$ cat src/rtl/arm_lsu_if.sv
`default_nettype none
// +--------------------------------------------------------------------+
// | arm_lsu_if: core request/response and data-memory bus signals.     |
// | Revision: 1.0                                                      |
// +--------------------------------------------------------------------+
interface arm_lsu_if #(
  parameter int ADDR_W = 32,
  parameter int DATA_W = 32
);
  localparam int BE_W = DATA_W / 8;

  logic              req_valid;
  logic              req_ready;
  logic              req_write;
  logic [1:0]        req_size;
  logic              req_signed;
  logic [ADDR_W-1:0] req_addr;
  logic [DATA_W-1:0] req_wdata;
  logic              rsp_valid;
  logic [DATA_W-1:0] rsp_rdata;
  logic              rsp_err;
  logic [ADDR_W-1:0] memaddr;
  logic              memread;
  logic              memwrite;
  logic [BE_W-1:0]   be;
  logic [DATA_W-1:0] writedata;
  logic [DATA_W-1:0] readdata;
  logic              mem_ready;

  // master = core plus memory environment, slave = the LSU itself
  modport master (
    output req_valid, req_write, req_size, req_signed, req_addr, req_wdata,
           readdata, mem_ready,
    input  req_ready, rsp_valid, rsp_rdata, rsp_err,
           memaddr, memread, memwrite, be, writedata
  );

  modport slave (
    input  req_valid, req_write, req_size, req_signed, req_addr, req_wdata,
           readdata, mem_ready,
    output req_ready, rsp_valid, rsp_rdata, rsp_err,
           memaddr, memread, memwrite, be, writedata
  );
endinterface
`default_nettype wire

$ cat src/rtl/arm_lsu.sv
`default_nettype none
// +--------------------------------------------------------------------+
// | arm_lsu: size-aware load/store unit between core and data bus.     |
// | Revision: 1.0                                                      |
// +--------------------------------------------------------------------+
module arm_lsu #(
  parameter int ADDR_W  = 32,
  parameter int DATA_W  = 32,
  parameter int TIMEOUT = 16
) (
  input  logic      clk,
  input  logic      reset,
  arm_lsu_if.slave  bus
);
  localparam int BE_W  = DATA_W / 8;
  localparam int OFF_W = $clog2(BE_W);
  localparam int CNT_W = (TIMEOUT > 1) ? $clog2(TIMEOUT) : 1;
  localparam logic [ADDR_W-1:0] c_addr_mask = ~ADDR_W'(BE_W - 1);
  localparam logic [CNT_W-1:0]  c_cnt_last  = CNT_W'(TIMEOUT - 1);

  typedef enum logic [1:0] {
    S_IDLE   = 2'd0,
    S_ACCESS = 2'd1,
    S_RESP   = 2'd2
  } state_t;

  state_t            r_state;
  logic              r_rsp_valid;
  logic              r_rsp_err;
  logic [DATA_W-1:0] r_rsp_rdata;
  logic [ADDR_W-1:0] r_memaddr;
  logic              r_memread;
  logic              r_memwrite;
  logic [BE_W-1:0]   r_be;
  logic [DATA_W-1:0] r_writedata;
  logic [CNT_W-1:0]  r_cnt;
  logic [1:0]        r_size;
  logic              r_signed;
  logic [OFF_W-1:0]  r_off;

  logic [2:0]        w_align_mask;
  logic [BE_W-1:0]   w_be_base;
  logic [BE_W-1:0]   w_be;
  logic [DATA_W-1:0] w_wdata_rep;
  logic [OFF_W-1:0]  w_off;
  logic              w_illegal;
  logic              w_misaligned;
  logic              w_timeout;
  logic [DATA_W-1:0] w_shift;
  logic [DATA_W-1:0] w_mask;
  logic              w_sign;
  logic [DATA_W-1:0] w_load;

  // Request decode: lane enables, store replication and alignment mask
  always_comb begin
    w_align_mask = 3'b000;
    w_be_base    = '0;
    w_wdata_rep  = '0;
    case (bus.req_size)
      2'd0: begin
        w_align_mask = 3'b000;
        w_be_base    = BE_W'(8'h01);
        w_wdata_rep  = {(DATA_W/8){bus.req_wdata[7:0]}};
      end
      2'd1: begin
        w_align_mask = 3'b001;
        w_be_base    = BE_W'(8'h03);
        w_wdata_rep  = {(DATA_W/16){bus.req_wdata[15:0]}};
      end
      2'd2: begin
        w_align_mask = 3'b011;
        w_be_base    = BE_W'(8'h0F);
        w_wdata_rep  = {(DATA_W/32){bus.req_wdata[31:0]}};
      end
      default: begin
        w_align_mask = 3'b111;
        w_be_base    = BE_W'(8'hFF);
        w_wdata_rep  = bus.req_wdata;
      end
    endcase
  end

  assign w_off        = bus.req_addr[OFF_W-1:0];
  assign w_be         = w_be_base << w_off;
  assign w_illegal    = (bus.req_size == 2'd3) && (DATA_W != 64);
  assign w_misaligned = |(bus.req_addr[2:0] & w_align_mask);
  assign w_timeout    = (TIMEOUT != 0) && (r_cnt == c_cnt_last);

  // Load path: shift the addressed lane down, mask to size, then extend
  assign w_shift = bus.readdata >> {r_off, 3'b000};

  always_comb begin
    w_mask = '1;
    w_sign = 1'b0;
    case (r_size)
      2'd0: begin
        w_mask = DATA_W'(8'hFF);
        w_sign = w_shift[7];
      end
      2'd1: begin
        w_mask = DATA_W'(16'hFFFF);
        w_sign = w_shift[15];
      end
      2'd2: begin
        w_mask = DATA_W'(32'hFFFF_FFFF);
        w_sign = w_shift[31];
      end
      default: begin
        w_mask = '1;
        w_sign = 1'b0;
      end
    endcase
    w_load = w_shift & w_mask;
    if (r_signed && w_sign) begin
      w_load = w_load | ~w_mask;
    end
  end

  always_ff @(posedge clk or negedge reset) begin
    if (!reset) begin
      r_state     <= S_IDLE;
      r_rsp_valid <= 1'b0;
      r_rsp_err   <= 1'b0;
      r_rsp_rdata <= '0;
      r_memaddr   <= '0;
      r_memread   <= 1'b0;
      r_memwrite  <= 1'b0;
      r_be        <= '0;
      r_writedata <= '0;
      r_cnt       <= '0;
      r_size      <= 2'd0;
      r_signed    <= 1'b0;
      r_off       <= '0;
    end else begin
      r_rsp_valid <= 1'b0;
      r_rsp_err   <= 1'b0;
      case (r_state)
        S_IDLE: begin
          if (bus.req_valid) begin
            if (w_illegal || w_misaligned) begin
              r_state     <= S_RESP;
              r_rsp_valid <= 1'b1;
              r_rsp_err   <= 1'b1;
              r_rsp_rdata <= '0;
            end else begin
              r_state     <= S_ACCESS;
              r_size      <= bus.req_size;
              r_signed    <= bus.req_signed;
              r_off       <= w_off;
              r_cnt       <= '0;
              r_memaddr   <= bus.req_addr & c_addr_mask;
              r_be        <= w_be;
              r_writedata <= bus.req_write ? w_wdata_rep : '0;
              r_memread   <= !bus.req_write;
              r_memwrite  <= bus.req_write;
            end
          end
        end
        S_ACCESS: begin
          // A ready in the final counted cycle still completes successfully
          if (bus.mem_ready) begin
            r_state     <= S_RESP;
            r_rsp_valid <= 1'b1;
            r_rsp_rdata <= r_memread ? w_load : '0;
            r_memread   <= 1'b0;
            r_memwrite  <= 1'b0;
            r_be        <= '0;
          end else if (w_timeout) begin
            r_state     <= S_RESP;
            r_rsp_valid <= 1'b1;
            r_rsp_err   <= 1'b1;
            r_rsp_rdata <= '0;
            r_memread   <= 1'b0;
            r_memwrite  <= 1'b0;
            r_be        <= '0;
          end else begin
            r_cnt <= r_cnt + 1'b1;
          end
        end
        S_RESP: begin
          r_state <= S_IDLE;
        end
        default: begin
          r_state <= S_IDLE;
        end
      endcase
    end
  end

  assign bus.req_ready = (r_state == S_IDLE);
  assign bus.rsp_valid = r_rsp_valid;
  assign bus.rsp_err   = r_rsp_err;
  assign bus.rsp_rdata = r_rsp_rdata;
  assign bus.memaddr   = r_memaddr;
  assign bus.memread   = r_memread;
  assign bus.memwrite  = r_memwrite;
  assign bus.be        = r_be;
  assign bus.writedata = r_writedata;

endmodule
`default_nettype wire

$ cat src/flat_wrapper.sv
// flat-port wrapper written by rule: the top's interface ports become plain ports
module arm_lsu_flat 
#(
  parameter int ADDR_W  = 32,
  parameter int DATA_W  = 32,
  parameter int TIMEOUT = 16
)
  (clk, reset, bus_req_valid, bus_req_write, bus_req_size, bus_req_signed, bus_req_addr, bus_req_wdata, bus_readdata, bus_mem_ready, bus_req_ready, bus_rsp_valid, bus_rsp_rdata, bus_rsp_err, bus_memaddr, bus_memread, bus_memwrite, bus_be, bus_writedata);
  arm_lsu_if #(.ADDR_W(ADDR_W), .DATA_W(DATA_W)) bus_i ();
  input  logic clk;
  input  logic reset;
  input wire logic [$bits(bus_i.req_valid)-1:0] bus_req_valid;
  input wire logic [$bits(bus_i.req_write)-1:0] bus_req_write;
  input wire logic [$bits(bus_i.req_size)-1:0] bus_req_size;
  input wire logic [$bits(bus_i.req_signed)-1:0] bus_req_signed;
  input wire logic [$bits(bus_i.req_addr)-1:0] bus_req_addr;
  input wire logic [$bits(bus_i.req_wdata)-1:0] bus_req_wdata;
  input wire logic [$bits(bus_i.readdata)-1:0] bus_readdata;
  input wire logic [$bits(bus_i.mem_ready)-1:0] bus_mem_ready;
  output wire logic [$bits(bus_i.req_ready)-1:0] bus_req_ready;
  output wire logic [$bits(bus_i.rsp_valid)-1:0] bus_rsp_valid;
  output wire logic [$bits(bus_i.rsp_rdata)-1:0] bus_rsp_rdata;
  output wire logic [$bits(bus_i.rsp_err)-1:0] bus_rsp_err;
  output wire logic [$bits(bus_i.memaddr)-1:0] bus_memaddr;
  output wire logic [$bits(bus_i.memread)-1:0] bus_memread;
  output wire logic [$bits(bus_i.memwrite)-1:0] bus_memwrite;
  output wire logic [$bits(bus_i.be)-1:0] bus_be;
  output wire logic [$bits(bus_i.writedata)-1:0] bus_writedata;
  assign bus_i.req_valid = bus_req_valid;
  assign bus_i.req_write = bus_req_write;
  assign bus_i.req_size = bus_req_size;
  assign bus_i.req_signed = bus_req_signed;
  assign bus_i.req_addr = bus_req_addr;
  assign bus_i.req_wdata = bus_req_wdata;
  assign bus_i.readdata = bus_readdata;
  assign bus_i.mem_ready = bus_mem_ready;
  assign bus_req_ready = bus_i.req_ready;
  assign bus_rsp_valid = bus_i.rsp_valid;
  assign bus_rsp_rdata = bus_i.rsp_rdata;
  assign bus_rsp_err = bus_i.rsp_err;
  assign bus_memaddr = bus_i.memaddr;
  assign bus_memread = bus_i.memread;
  assign bus_memwrite = bus_i.memwrite;
  assign bus_be = bus_i.be;
  assign bus_writedata = bus_i.writedata;
  arm_lsu #(.ADDR_W(ADDR_W), .DATA_W(DATA_W), .TIMEOUT(TIMEOUT)) u_core (.clk(clk), .reset(reset), .bus(bus_i));
endmodule
$ cat config.mk
export PLATFORM = sky130hd
export DESIGN_NAME = arm_lsu_flat
export DESIGN_NICKNAME = d
export VERILOG_FILES = /design/src/rtl/arm_lsu_if.sv /design/src/rtl/arm_lsu.sv /design/src/flat_wrapper.sv
export SDC_FILE = /design/constraint.sdc
export NUM_CORES = 1
export LEC_CHECK = 0
export BUFFER_PORTS_ARGS = -buffer_cell sky130_fd_sc_hd__buf_4
export CORE_MARGIN = 5
export CORE_UTILIZATION = 53
export DETAILED_ROUTE_END_ITERATION = 12
export PLACE_DENSITY = 0.86
export SYNTH_ARGS = -nofsm -noshare
export SYNTH_HDL_FRONTEND = slang
export SYNTH_SLANG_ARGS = --single-unit
$ cat constraint.sdc
create_clock -name clk -period 3.6 [get_ports clk]
set_input_delay 0.54 -clock clk [delete_from_list [all_inputs] [get_ports clk]]
set_output_delay 0.54 -clock clk [all_outputs]
set_load 0.005 [all_outputs]
==> impl_metrics.json <==
{
  "endpoint_kind": "register",
  "h-tree-depth": 4,
  "grt_pass1_vias": 4862,
  "grt_max_degree": 103,
  "hold_buffers": 0,
  "remaining_drc_errors": 0,
  "drtAntennaViolNets": 0,
  "fmax_mhz": 376.6,
  "total_leakage_power_nw": 3.765,
  "ctsResizeCount": 0,
  "wire_per_inst_um": 18.18,
  "syn_avg_cell_area_um2": 10.89,
  "area_delta_synth_final_pct": 42.12,
  "synth_edf_count": 0,
  "clk_pin_slew_worst_paths_ns": 0.05,
  "cp_cell_sequence": "mux2i_1 -> and3_1 -> a2111oi_4 -> a22o_1",
  "period_share_pct": 73.77,
  "yosysWarnings": 0,
  "layout.nets": 793,
  "setup_viol_count_final": 0,
  "core_um2": 9819,
  "vdd_ir_drop_max_v": 0.0003992,
  "ys_seq_area_share_pct": 52.68,
  "cts_setup_buffers": 0,
  "ctsLongestPathBuffers": 2,
  "firstDrtPassIters": 4,
  "portBuffers": 206,
  "fp.dieW_um": 110.6,
  "dieArea_um2": 12240,
  "netlist_instances": 493,
  "cp.arrival_ns": 3.10,
  "finalSetupTns_ns": 0,
  "drive_gt1_share_pct": 44.65,
  "tightest_slew_ns": 1.084,
  "die_y_um": 110.6,
  "slew_violations": 0,
  "antenna_found_initial": 0,
  "clock_skew_ns": 0.007815,
  "io_pins": 209,
  "cp_max_fo": 30,
  "cts_root_buf": "clkbuf_8",
  "crit_family": "flip-flops",
  "n_antenna_cell": 0,
  "crit_buf_inv": 0,
  "clock_sinks": 113,
  "synth_flop_cell": "dfrtp_1",
  "critPathLaunchType": "register",
  "slowest_delay_ns": 1.05,
  "grt_pass1_wl_mm": 25.15,
  "rsz0062_at_grt": "no",
  "cpMaxStageDelayCell": "dfrtp_1",
  "hold_violations": 0,
  "viasPerCell": 5.514,
  "drt_iter0_drc": 209,
  "num_vias": 4599,
  "clk-insertion-delay-late_ns": 0.51,
  "hold_class": "in2async",
  "relSlewSlack_pct": 27.76,
  "gp_congestion": 0.9416,
  "ys_ff_latch": 113,
  "total_power_mw": 5.648,
  "cts_tree": "done",
  "totalWireLength_mm": 15.16,
  "netlist_area_um2": 5368,
  "detailed_place_hpwl_mm": 10.99,
  "finalCriticalPeriod_ns": 2.656,
  "grt_overflow_total": 0,
  "synth.distinct_cells": 38,
  "power_density_nw_per_um2": 740.3,
  "numCtsBuffers": 17,
  "maxCapViolCount": 0,
  "worstSetupPathType": "reg2reg",
  "start_util_pct": 54.66,
  "rows": 36,
  "ys_async_sr_fraction_pct": 100.0,
  "status": "finished clean",
  "num-fill-cells": 669,
  "required_ns": 4.04,
  "grtUsageTotal_pct": 25.25
}
[flip-flops by register name, summed over array words and instances (netlist names)]
| signal | cells |
|---|---|
| u_core.bus.be | 4 |
| u_core.bus.memaddr | 30 |
| u_core.bus.memread | 1 |
| u_core.bus.memwrite | 1 |
| u_core.bus.rsp_err | 1 |
| u_core.bus.rsp_rdata | 32 |
| u_core.bus.rsp_valid | 1 |
| u_core.bus.writedata | 32 |
| u_core.r_cnt | 4 |
| u_core.r_off | 2 |
| u_core.r_signed | 1 |
| u_core.r_size | 2 |
| u_core.r_state | 2 |
[metrics by stage]
| stage | setup slack [ns] | hold WS (ns) | instance area [µm²] | utilization (%) | cells |
|---|---|---|---|---|---|
| 2_1_floorplan | 1.708 | 0.2444 | 5371 | - | 494 |
| 4_1_cts | 0.9438 | 0.03533 | 7629 | 77.69 | 834 |
| 3_3_place_gp | 1.123 | 0.4639 | 6972 | 71.00 | 802 |
| 6_report | 0.9444 | 0.02916 | 7629 | 77.69 | 834 |
| 5_1_grt | 0.6976 | 0.05910 | 7629 | 77.69 | 834 |
| 3_5_place_dp | 0.9780 | 0.4712 | 6972 | 71.00 | 802 |
[report_power, final]
part / internal (mW) / total (mW) / switching (mW)
registers: 1.69 / 2.04 / 0.353
logic: 1.01 / 1.76 / 0.749
clock network: 1.29 / 1.85 / 0.556
[layer usage]
layer | GRT usage, % | vias to the layer above | wire, µm
met1 | 30.27 | 2212 | 5757
met2 | 42.11 | 226 | 7680
li1 | - | 2141 | -
met4 | 6.568 | 0 | 189
met3 | 10.50 | 20 | 1534
met5 | 0 | - | 0
[synthesized netlist by cell type, types with 6 or more instances]
cell type  number  area (µm²)
mux2i_1        26       260.3
buf_2          17       85.08
o2bb2ai_1       7       61.31
mux2_2         64       720.7
inv_1           6       22.52
dfrtp_1       113        2828
nand2_1        92       345.3
o21ai_0        59       295.3
clkbuf_1       16       60.06
o211ai_1        8       60.06
a21oi_1        13       65.06
a22o_1         24       210.2
nor2_1          8       30.03
[cell usage in the layout (no fill, tap or decap), types with 3 or more instances in the layout]
master     count
buf_4        211
dfrtp_1      113
nand2_1       92
mux2_2        64
o21ai_0       59
mux2i_1       26
a22o_1        24
clkbuf_16     16
a21oi_1       13
nor2_1         8
o211ai_1       8
o2bb2ai_1      7
inv_1          6
bufinv_16      6
nand3_1        5
nor2b_1        5
clkinv_2       4
clkbuf_8       3
[cell type report]
type,count,area (µm²),area share [%]
Multi-Input combinational cell,337,2347,30.77
Inverter,7,26.28,0.3444
Sequential cell,113,2828,37.07
Tap cell,133,166.4,2.181
Timing Repair Buffer,212,1604,21.03
Clock buffer,21,449.2,5.888
Clock inverter,11,207.7,2.723
[cell families after synthesis]
logic type / after synthesis / share of synthesized area (%)
compound gates: 121 / 14.83
xor+xnor: 1 / 0.1632
fa+ha+maj: 1 / 0.2331
buf+inv: 44 / 3.893
flops: 113 / 52.68
mux: 91 / 18.69
other cells: 1 / 0.06986
simple gates: 121 / 9.441
[path summary, 6_finish.rpt]
check	slack [ns]	startpoint	end	cells past startpoint
setup / recovery	0.94	u_core.r_off[1]	u_core.bus.rsp_rdata[28]	4
hold / removal	0.03	reset	u_core.bus.memaddr[9]	1
setup reg to reg	0.94	u_core.r_off[1]	u_core.bus.rsp_rdata[28]	4
hold reg to reg	0.48	u_core.bus.writedata[29]	u_core.bus.writedata[29]	2
max in group asynchronous	2.64	reset	u_core.bus.memaddr[2]	2
min in group clk	0.26	bus_req_addr[16]	u_core.bus.memaddr[16]	2
No activity file was read; power rests on OpenSTA's default activity.
